[config.mk]
export PLATFORM = sky130hd
export DESIGN_NAME = ball_court
export DESIGN_NICKNAME = d
export VERILOG_FILES = /design/src/rtl/ball_pkg.sv /design/src/rtl/ball_rate_gen.sv /design/src/rtl/ball_court.sv
export SDC_FILE = /design/constraint.sdc
export NUM_CORES = 1
export LEC_CHECK = 0
export BUFFER_PORTS_ARGS = -buffer_cell sky130_fd_sc_hd__buf_2
export CAP_MARGIN = 5
export CORE_ASPECT_RATIO = 1.4
export CORE_MARGIN = 2
export CORE_UTILIZATION = 45
export CTS_CLUSTER_DIAMETER = 150
export DETAILED_ROUTE_END_ITERATION = 8
export PLACE_DENSITY_LB_ADDON = 0.05
export SLEW_MARGIN = 20
export SYNTH_ARGS = -nofsm -noshare
export SYNTH_HDL_FRONTEND = slang
export SYNTH_SLANG_ARGS = --single-unit
[constraint.sdc]
create_clock -name clock -period 2.59 [get_ports clock]
set_input_delay 0.259 -clock clock [delete_from_list [all_inputs] [get_ports clock]]
set_output_delay 0.259 -clock clock [all_outputs]
set_load 0.05 [all_outputs]
[src/rtl/ball_pkg.sv]
// Shared definitions for the LED-court rally engine: direction codes,
// serve codes and the rally state enum.
package ball_pkg;

    localparam logic [1:0] DIR_IDLE  = 2'b00;
    localparam logic [1:0] DIR_LEFT  = 2'b01;
    localparam logic [1:0] DIR_RIGHT = 2'b10;

    localparam logic [1:0] SERVE_NONE  = 2'b00;
    localparam logic [1:0] SERVE_LEFT  = 2'b01;
    localparam logic [1:0] SERVE_RIGHT = 2'b10;

    typedef enum logic [1:0] {
        ST_IDLE   = 2'b00,
        ST_MOVE_L = 2'b01,
        ST_MOVE_R = 2'b10
    } state_t;

    // Direction code shown on the display for a given rally state.
    function automatic logic [1:0] dir_of(input state_t st);
        logic [1:0] d;
        case (st)
            ST_MOVE_L: d = DIR_LEFT;
            ST_MOVE_R: d = DIR_RIGHT;
            ST_IDLE:   d = DIR_IDLE;
            default:   d = DIR_IDLE;
        endcase
        return d;
    endfunction

endpackage

[src/rtl/ball_rate_gen.sv]
// Ball step-rate generator. Owns the step counter and the current step
// period. restart (serve) restores the serve-speed period; speed_up (hit)
// restarts the count and, when BALL_SPEEDUP_EN is defined, shortens the
// period by SPEED_STEP down to MIN_DIV. tick is high in the last cycle of
// each period.
module ball_rate_gen #(
    parameter int unsigned TICK_DIV   = 50_000_000,
    parameter int unsigned MIN_DIV    = 12_500_000,
    parameter int unsigned SPEED_STEP = 2_500_000
) (
    input  logic clock,
    input  logic reset,
    input  logic restart,
    input  logic speed_up,
    output logic tick
);

    localparam int unsigned CW = $clog2(TICK_DIV + 1);
    localparam logic [CW-1:0] TICK_P = CW'(TICK_DIV);

    logic [CW-1:0] count;
    logic [CW-1:0] period;
    logic [CW-1:0] period_dec;

    assign tick = (count == (period - CW'(1)));

    // Period after a successful return (clamped, never underflows).
    always_comb begin
        period_dec = period;
`ifdef BALL_SPEEDUP_EN
        if (32'(period) >= (MIN_DIV + SPEED_STEP)) begin
            period_dec = period - CW'(SPEED_STEP);
        end else begin
            period_dec = CW'(MIN_DIV);
        end
`else
        period_dec = period;
`endif
    end

    // Step counter and current period registers.
    always_ff @(posedge clock or posedge reset) begin
        if (reset) begin
            count  <= CW'(0);
            period <= TICK_P;
        end else if (restart) begin
            count  <= CW'(0);
            period <= TICK_P;
        end else if (speed_up) begin
            count  <= CW'(0);
            period <= period_dec;
        end else if (tick) begin
            count  <= CW'(0);
        end else begin
            count  <= count + CW'(1);
        end
    end

endmodule

[src/rtl/ball_court.sv]
// Rally engine for the LED tennis/squash court: one-hot ball position,
// edge-detected hit buttons, saturating return counter and per-player
// point pulses. Optional feature macro: BALL_SPEEDUP_EN (ball speeds up
// on every return; handled inside ball_rate_gen).
module ball_court
    import ball_pkg::*;
#(
    parameter int unsigned N_LEDS     = 16,
    parameter int unsigned TICK_DIV   = 50_000_000,
    parameter int unsigned MIN_DIV    = 12_500_000,
    parameter int unsigned SPEED_STEP = 2_500_000,
    parameter int unsigned HIT_W      = 3
) (
    input  logic              clock,
    input  logic              reset,
    input  logic              leftdirection,
    input  logic              rightdirection,
    input  logic [1:0]        serve,
    output logic [N_LEDS-1:0] light,
    output logic [1:0]        direction,
    output logic [HIT_W-1:0]  hitnum,
    output logic              point_left,
    output logic              point_right
);

    localparam int unsigned PW = $clog2(N_LEDS);
    localparam logic [PW-1:0] POS_LAST  = PW'(N_LEDS - 1);
    localparam logic [PW-1:0] POS_FIRST = PW'(0);

    state_t            state, state_next;
    logic [PW-1:0]     position, pos_next;
    logic [HIT_W-1:0]  hit_next;
    logic              pl_next, pr_next;
    logic [N_LEDS-1:0] light_next;
    logic              left_hist, right_hist;
    logic              left_hit, right_hit;
    logic              restart, speed_up, tick;

    assign left_hit  = leftdirection  & ~left_hist;
    assign right_hit = rightdirection & ~right_hist;

    ball_rate_gen #(
        .TICK_DIV   (TICK_DIV),
        .MIN_DIV    (MIN_DIV),
        .SPEED_STEP (SPEED_STEP)
    ) u_rate (
        .clock    (clock),
        .reset    (reset),
        .restart  (restart),
        .speed_up (speed_up),
        .tick     (tick)
    );

    // Next rally state: serve, returns (hit beats tick), steps and misses.
    always_comb begin
        state_next = state;
        pos_next   = position;
        hit_next   = hitnum;
        pl_next    = 1'b0;
        pr_next    = 1'b0;
        restart    = 1'b0;
        speed_up   = 1'b0;
        case (state)
            ST_IDLE: begin
                if (serve == SERVE_LEFT) begin
                    state_next = ST_MOVE_R;
                    pos_next   = POS_LAST;
                    hit_next   = {HIT_W{1'b0}};
                    restart    = 1'b1;
                end else if (serve == SERVE_RIGHT) begin
                    state_next = ST_MOVE_L;
                    pos_next   = POS_FIRST;
                    hit_next   = {HIT_W{1'b0}};
                    restart    = 1'b1;
                end else begin
                    state_next = ST_IDLE;
                end
            end
            ST_MOVE_L: begin
                if ((position == POS_LAST) && left_hit) begin
                    state_next = ST_MOVE_R;
                    speed_up   = 1'b1;
                    hit_next   = (hitnum == {HIT_W{1'b1}}) ? hitnum : hitnum + HIT_W'(1);
                end else if (tick) begin
                    if (position == POS_LAST) begin
                        state_next = ST_IDLE;
                        pos_next   = POS_FIRST;
                        pr_next    = 1'b1;
                    end else begin
                        pos_next   = position + PW'(1);
                    end
                end else begin
                    state_next = ST_MOVE_L;
                end
            end
            ST_MOVE_R: begin
                if ((position == POS_FIRST) && right_hit) begin
                    state_next = ST_MOVE_L;
                    speed_up   = 1'b1;
                    hit_next   = (hitnum == {HIT_W{1'b1}}) ? hitnum : hitnum + HIT_W'(1);
                end else if (tick) begin
                    if (position == POS_FIRST) begin
                        state_next = ST_IDLE;
                        pl_next    = 1'b1;
                    end else begin
                        pos_next   = position - PW'(1);
                    end
                end else begin
                    state_next = ST_MOVE_R;
                end
            end
            default: begin
                state_next = ST_IDLE;
                pos_next   = POS_FIRST;
            end
        endcase
    end

    // One-hot LED image of the next position; dark when the rally is over.
    always_comb begin
        light_next = {N_LEDS{1'b0}};
        if (state_next != ST_IDLE) begin
            light_next = {{(N_LEDS-1){1'b0}}, 1'b1} << pos_next;
        end else begin
            light_next = {N_LEDS{1'b0}};
        end
    end

    // State, position, button history and registered outputs.
    always_ff @(posedge clock or posedge reset) begin
        if (reset) begin
            state       <= ST_IDLE;
            position    <= POS_FIRST;
            left_hist   <= 1'b0;
            right_hist  <= 1'b0;
            light       <= {N_LEDS{1'b0}};
            direction   <= DIR_IDLE;
            hitnum      <= {HIT_W{1'b0}};
            point_left  <= 1'b0;
            point_right <= 1'b0;
        end else begin
            state       <= state_next;
            position    <= pos_next;
            left_hist   <= leftdirection;
            right_hist  <= rightdirection;
            light       <= light_next;
            direction   <= dir_of(state_next);
            hitnum      <= hit_next;
            point_left  <= pl_next;
            point_right <= pr_next;
        end
    end

endmodule

# Word-level counts from Yosys, hierarchy flattened
# Cells that the tools add are included.
# word_totals
ff_bits	57
input_bits	6
out_inout_bits	23
# op_classes
n_addsub	4
eq_ne	12
shifts	1
mux	43
n_bitwise	4
reduce_logical	7
# op_table
cell	count
2-to-1 mux 26 bit	3
2-to-1 mux 4 bit	8
adder 26 x 1 -> 26 bit (second input constant)	1
== test 26 bit (second input constant)	1
2-to-1 mux 16 bit	1
left shift 1 x 4 -> 16 bit (first input constant)	1
2-to-1 mux 3 bit	5
2-to-1 mux 1 bit	14
2-to-1 mux 2 bit	7
case mux 4 bit (3 select lines)	1
case mux 3 bit (3 select lines)	1
== test 2 x 1 -> 1 bit (second input constant)	3
== test 2 bit (second input constant)	3
case mux 2 bit (3 select lines)	1
adder 4 x 1 -> 4 bit (second input constant)	1
== test 4 bit (second input constant)	1
logical NOT 4 bit	1
inequality test 2 bit (second input constant)	2
case mux 2 bit (2 select lines)	1
AND reduction 4 bit	1
subtractor 4 x 1 -> 4 bit (second input constant)	1
adder 3 x 1 -> 3 bit (second input constant)	1
== test 3 bit (second input constant)	1
inequality test 3 bit (second input constant)	1
other kinds (7)	10

# Logic depth before layout (Yosys ltp)
# depth
depth_word	7
mapped_depth	10
mapped_depth_nobuf	9

# Cells and area by module
# Synthesis repeated with hierarchy kept, for this count alone.
# hier_totals
cells_unflattened	310
hier_area_um2	3098.0
# by_module_without_submodules
module	instances	cells_per_inst	area_each_um2	seq_area_each_um2
ball_court	1	166	1712.9	775.7
ball_rate_gen	1	144	1385.1	650.6

# Least setup slack after synthesis
# Ideal clock, no wire load.
# synth_timing
path_type	reg2reg
start	reg u_rate.count[8]
end	reg light[10]
setup_time_ns	0.074
t_arrival_ns	2.613
t_required_ns	2.516
path_slack_ns	-0.098
path_stages_with_launch	8
path_buffers	0
synth_period_minus_slack_ns	2.688
path_cell_list	dfrtp_1 or4b_4 nor4_4 and4_1 mux2_1 o211a_4 or3b_4 nor2_1
# synth_via
elab_chain_cells	6
elab_cells_between_ends	14
cone_classes	eq/ne (1); shift (1); mux (11); reduce/logical (1)
# synth_lines
item	line	source
start, declared	ball_rate_gen.sv:21	logic [CW-1:0] count;
start signal, assigned	ball_rate_gen.sv:55	count <= count + CW'(1);
== test 26 bit *	ball_rate_gen.sv:25	assign tick = (count == (period - CW'(1)));
2-to-1 mux 4 bit, or another cell as far along	ball_court.sv:101	end else if (tick) begin
2-to-1 mux 4 bit, or another cell as far along	ball_court.sv:97	if ((position == POS_FIRST) && right_hit) begin
case mux 4 bit (3 select lines) or case mux 2 bit (3 select lines) (tied branches)	ball_court.sv:63	case (state)
left shift 1 x 4 -> 16 bit or nonzero test 2 bit (tied branches)	ball_court.sv:123, ball_court.sv:122	
2-to-1 mux 16 bit *	ball_court.sv:122	if (state_next != ST_IDLE) begin
named net light_next[10]	ball_court.sv:34	logic [N_LEDS-1:0] light_next;
end signal, assigned	ball_court.sv:136	light <= {N_LEDS{1'b0}};
end signal, assigned	ball_court.sv:146	light <= light_next;
end, declared	ball_court.sv:19	output logic [N_LEDS-1:0] light,
# The timed path passes the listed nets; every way through them passes the cells marked *.
# A chain may end at the register's enable or synchronous reset.

# Worst setup path after layout
# layout_timing
start	reg u_rate.count[11]
end	reg light[14]
# Same word-level chain as after synthesis.

==> Implementation_results.wiki <==
{| class="wikitable"
! Metric !! Value
|-
| Run status || complete, but fails checks
|-
| Failing checks || negative setup slack
|-
| Worst-case hold path end point || right_hist
|-
| Number of clock sinks || 57
|-
| # diodes || 0
|-
| Share of total power consumed by net switching || 40.23%
|-
| Number of global-route vias before repair || 2471
|-
| Relative slew slack || 68.65%
|-
| Power density cells || 824.1 mW/mm^2
|-
| Number of fillers in the final layout || 582
|-
| Cell depth of the worst flop-to-flop path || 9
|-
| Die width || 72.96 um
|-
| Cell Area, Placed || 0.003433 mm^2
|-
| Net switching power figure || 1240 uW
|-
| Worst hold path class || input port to flop
|-
| Detailed-route via count || 2470
|-
| Clock input transition at the sequential cells of the worst setup and hold paths || 0.07 ns
|-
| Predominant post-synthesis flop cell || dfrtp_1
|-
| Fraction of registers with async set or reset after synthesis || 100.0%
|-
| Startpoint type of the worst setup path || flop
|-
| Final-stage net count || 395
|-
| Category of the critical setup timing path || flop to flop
|-
| Final Setup Violations || 5
|-
| Leakage dissipation || 0.001824 uW
|-
| Mean routed wirelength per cell || 15.52 um
|-
| Share of synthesized area occupied by flip-flops and latches || 47.62%
|-
| Port bufs || 28
|-
| Detailed-route vias per instance || 5.417
|-
| Count of flip-flops with a built-in enable after synthesis || 0
|-
| Data arrival time of the critical path || 2.88 ns
|-
| Number of antenna violations at the first check in global routing || 0
|-
| I/O pin cnt || 29
|-
| Yosys Warn Count || 0
|-
| Final-report hold violation count || 0
|-
| Buffer cell driving the clock tree root || clkbuf_8
|-
| Worst Setup Slack, final || -0.01974 ns
|-
| Clock tree buffer depth || 2
|-
| Worst Hold Depth || 1
|-
| Remaining number of nets flagged by the antenna check after routing || 0
|-
| Number of cells produced by synthesis || 306
|-
| Drt total wl || 7.079 mm
|-
| Wire length of the first global-routing pass || 11.62 mm
|-
| Number of H-tree levels || 3
|-
| Critical path data required time || 2.86 ns
|-
| # Max-Cap Violations || 0
|-
| Area of the placeable core || 0.006525 mm^2
|-
| Iteration-0 DRC Markers || 194
|-
| Slowest cell on the critical path || or4_4
|-
| Number of pins exceeding their max-slew limit in the final report || 0
|-
| Total gr overflow || 0
|-
| Biggest fanout along the worst timing path || 6
|-
| Sequential cell area || 0.001428 mm^2
|-
| Number of buffers added by the clock tree synthesis step || 9
|-
| Number of library cell types mapped by synthesis || 57
|-
| Count of TritonRoute iterations in the first routing pass || 4
|-
| Area of the multi-input gates || 0.001564 mm^2
|-
| Final weighted congestion of routability-driven global placement || 0.8620
|-
| Hold slack || 0.03620 ns
|-
| Final Cycle Share || 100.8%
|-
| Part of the power in the clock network || 24.7%
|-
| Part of the total power dissipated in combinational logic || 36.9%
|-
| Largest cells by area after synthesis || dfrtp_1 48%, nor2_1 6.5%, ha_1 5.0%, xor2_1 4.4%, nand3_1 2.8%
|-
| R2R Setup Slk || -0.02 ns
|-
| Portion of synthesized cell area occupied by the leading cell type || 47.62%
|-
| Final critical delay including setup and external delays || 2.610 ns
|-
| Layout overhead on the synthesized area || 24.81%
|-
| Origin of the critical flop-to-flop path || u_rate.count[11]
|-
| Clock latency on the worst-skew pair || 0.35 ns
|-
| Synthesized cell area || 0.002995 mm^2
|-
| Syn_area_per_cell || 9.789 um^2
|-
| Most Frequent Cell on Critical Path || buf_4
|-
| Power, Total || 3081 uW
|-
| RSZ-0062 raised after global routing || yes
|-
| CP endpoint kind || flop
|-
| Cell type with the highest aggregate area in the netlist || dfrtp_1
|-
| Largest stage delay on the critical path || 0.56 ns
|-
| Final instance area || 0.003739 mm^2
|-
| Largest net degree at the start of global routing || 27
|-
| Hold Startpoint || rightdirection
|-
| Initial cell density of the core || 45.91%
|-
| DRC errors left || 0
|-
| Achievable clock frequency || 383.2 MHz
|-
| CTS tree || done
|-
| GR Util All Layers || 20.90%
|-
| Die height || 100.5 um
|-
| Reg-to-Reg End || light[14]
|-
| Cell internal power dissipation || 1841 uW
|-
| Maximum ir drop on the vdd rail || 0.0004481 V
|-
| DPL Wire Length || 5.194 mm
|-
| Number of nets produced by synthesis || 324
|-
| Transition time at the pin with the least slew margin || 0.4667 ns
|-
| Synthesized flop and latch total || 57
|-
| Fraction of final layout cells with drive strength greater than 1 || 31.41%
|-
| Area of the die || 0.007335 mm^2
|-
| Largest clock skew in the final design || 0.01344 ns
|-
| Seq pwr share || 38.3%
|-
| Critical Path, Cell by Cell || or4_4, buf_4, nor3_2, buf_4, o21ai_0, nor3b_1, and2_2, or3b_4, nor2_2
|-
| Site row count || 35
|}
## synth_stat cells, drive strengths merged, types with 4 or more instances
| cell | n |
|---|---|
| a21oi | 8 |
| and2 | 4 |
| and3 | 7 |
| and4 | 4 |
| clkbuf | 5 |
| dfrtp | 57 |
| ha | 12 |
| inv | 11 |
| nand2 | 23 |
| nand2b | 4 |
| nand3 | 17 |
| nand4 | 6 |
| nor2 | 52 |
| nor3 | 11 |
| nor4 | 5 |
| o21ai | 13 |
| or3 | 4 |
| xnor2 | 6 |
| xor2 | 15 |
## logic make-up (layout without fill, tap and decap cells)
kind of cell | Yosys count | in the layout | synth area share, %
AND/OR/NAND/NOR | 157 | 157 | 28.45
flip-flops | 57 | 57 | 47.62
buffers and inverters | 18 | 94 | 2.798
multiplexers | 2 | 2 | 0.7518
AO/OA/AOI/OAI | 39 | 39 | 9.232
XOR/XNOR | 21 | 21 | 6.140
adder cells (fa/ha/maj) | 12 | 12 | 5.012
## cell type report
cell class | count | share of cell area (%)
sequential | 57 | 38.19
inverter | 11 | 1.104
timing repair buffer | 67 | 11.65
clock inverter | 7 | 1.439
tap | 74 | 2.477
clock buffer | 9 | 3.313
multi-input combinational | 231 | 41.83
## how the worst max path moves through the flow
stage                           from         to  slack (ns)  cells after the start
global placement    u_rate.count[11]   light[3]        0.03                      7
finish              u_rate.count[11]  light[14]       -0.02                      9
floorplan           u_rate.count[11]  light[10]       -0.06                      7
detailed placement  u_rate.count[11]   light[6]       -0.04                      8
global route        u_rate.count[10]   light[5]       -0.11                      8
CTS                 u_rate.count[11]  light[14]      -0.008                      7
## power by group through the flow
| stage | logic (uW) | clock network (uW) | registers [uW] |
|---|---|---|---|
| floorplan | 562 | 0 | 1380 |
| global placement | 1040 | 0 | 1190 |
| detailed placement | 1050 | 0 | 1190 |
| CTS | 1070 | 780 | 1170 |
| global route | 1240 | 819 | 1200 |
| finish | 1140 | 762 | 1180 |
## timing repair
action	4_1_cts	5_1_grt
hold buffers	1	0
buffers inserted	2	4
hold endpoints to repair	15	0
setup endpoints to repair	11	16
gates resized for setup	2	17
pin swaps	3	3
## per-stage QoR
stage	setup WS (ns)	setup TNS, ns	utilization (%)	cells
after CTS	-0.007695	-0.02359	55.80	452
after floorplan	-0.06221	-0.4647	-	306
after global routing	-0.1139	-1.176	57.30	456
final	-0.01974	-0.05276	57.30	456
after detailed placement	-0.04257	-0.1083	52.62	433
after global placement	0.02682	0	52.62	433
## cells in the final DEF, fill, tap and decap left out, types with 3 or more instances in the layout
master       n
dfrtp_1     56
nor2_1      48
buf_4       38
buf_2       28
nand2_1     22
nand3_1     15
xor2_1      15
o21ai_0     12
ha_1        12
inv_1       10
nor3_1       9
clkbuf_8     9
nand4_1      6
and3_1       6
a21oi_1      6
xnor2_1      6
nand2b_1     4
nand4b_1     3
or4_4        3
nor2b_1      3
and4_1       3
or3_1        3
nor4_1       3
nor2_2       3
clkinvlp_4   3
## worst max-delay path: cells and delay by family, from the launching register on
kind | cells | cell delay [ns]
and+or+nand+nor | 6 | 1.79
buffers and inverters | 2 | 0.31
DFF | 1 | 0.38
AOI/OAI and AO/OA | 1 | 0.08
## per-layer routing
layer | part of all wire (%) | GRT usage, %
met5 | 0 | 0
met4 | 2.5 | 8.689
met3 | 3.3 | 3.900
met2 | 55 | 38.46
met1 | 40 | 23.01
## flip-flops by register name (all words and copies together) (netlist names)
name	flops
hitnum	3
left_hist	1
light	16
state	2
direction	2
point_right	1
point_left	1
right_hist	1
u_rate.count	26
position	4
No activity file was read; power rests on OpenSTA's default activity.
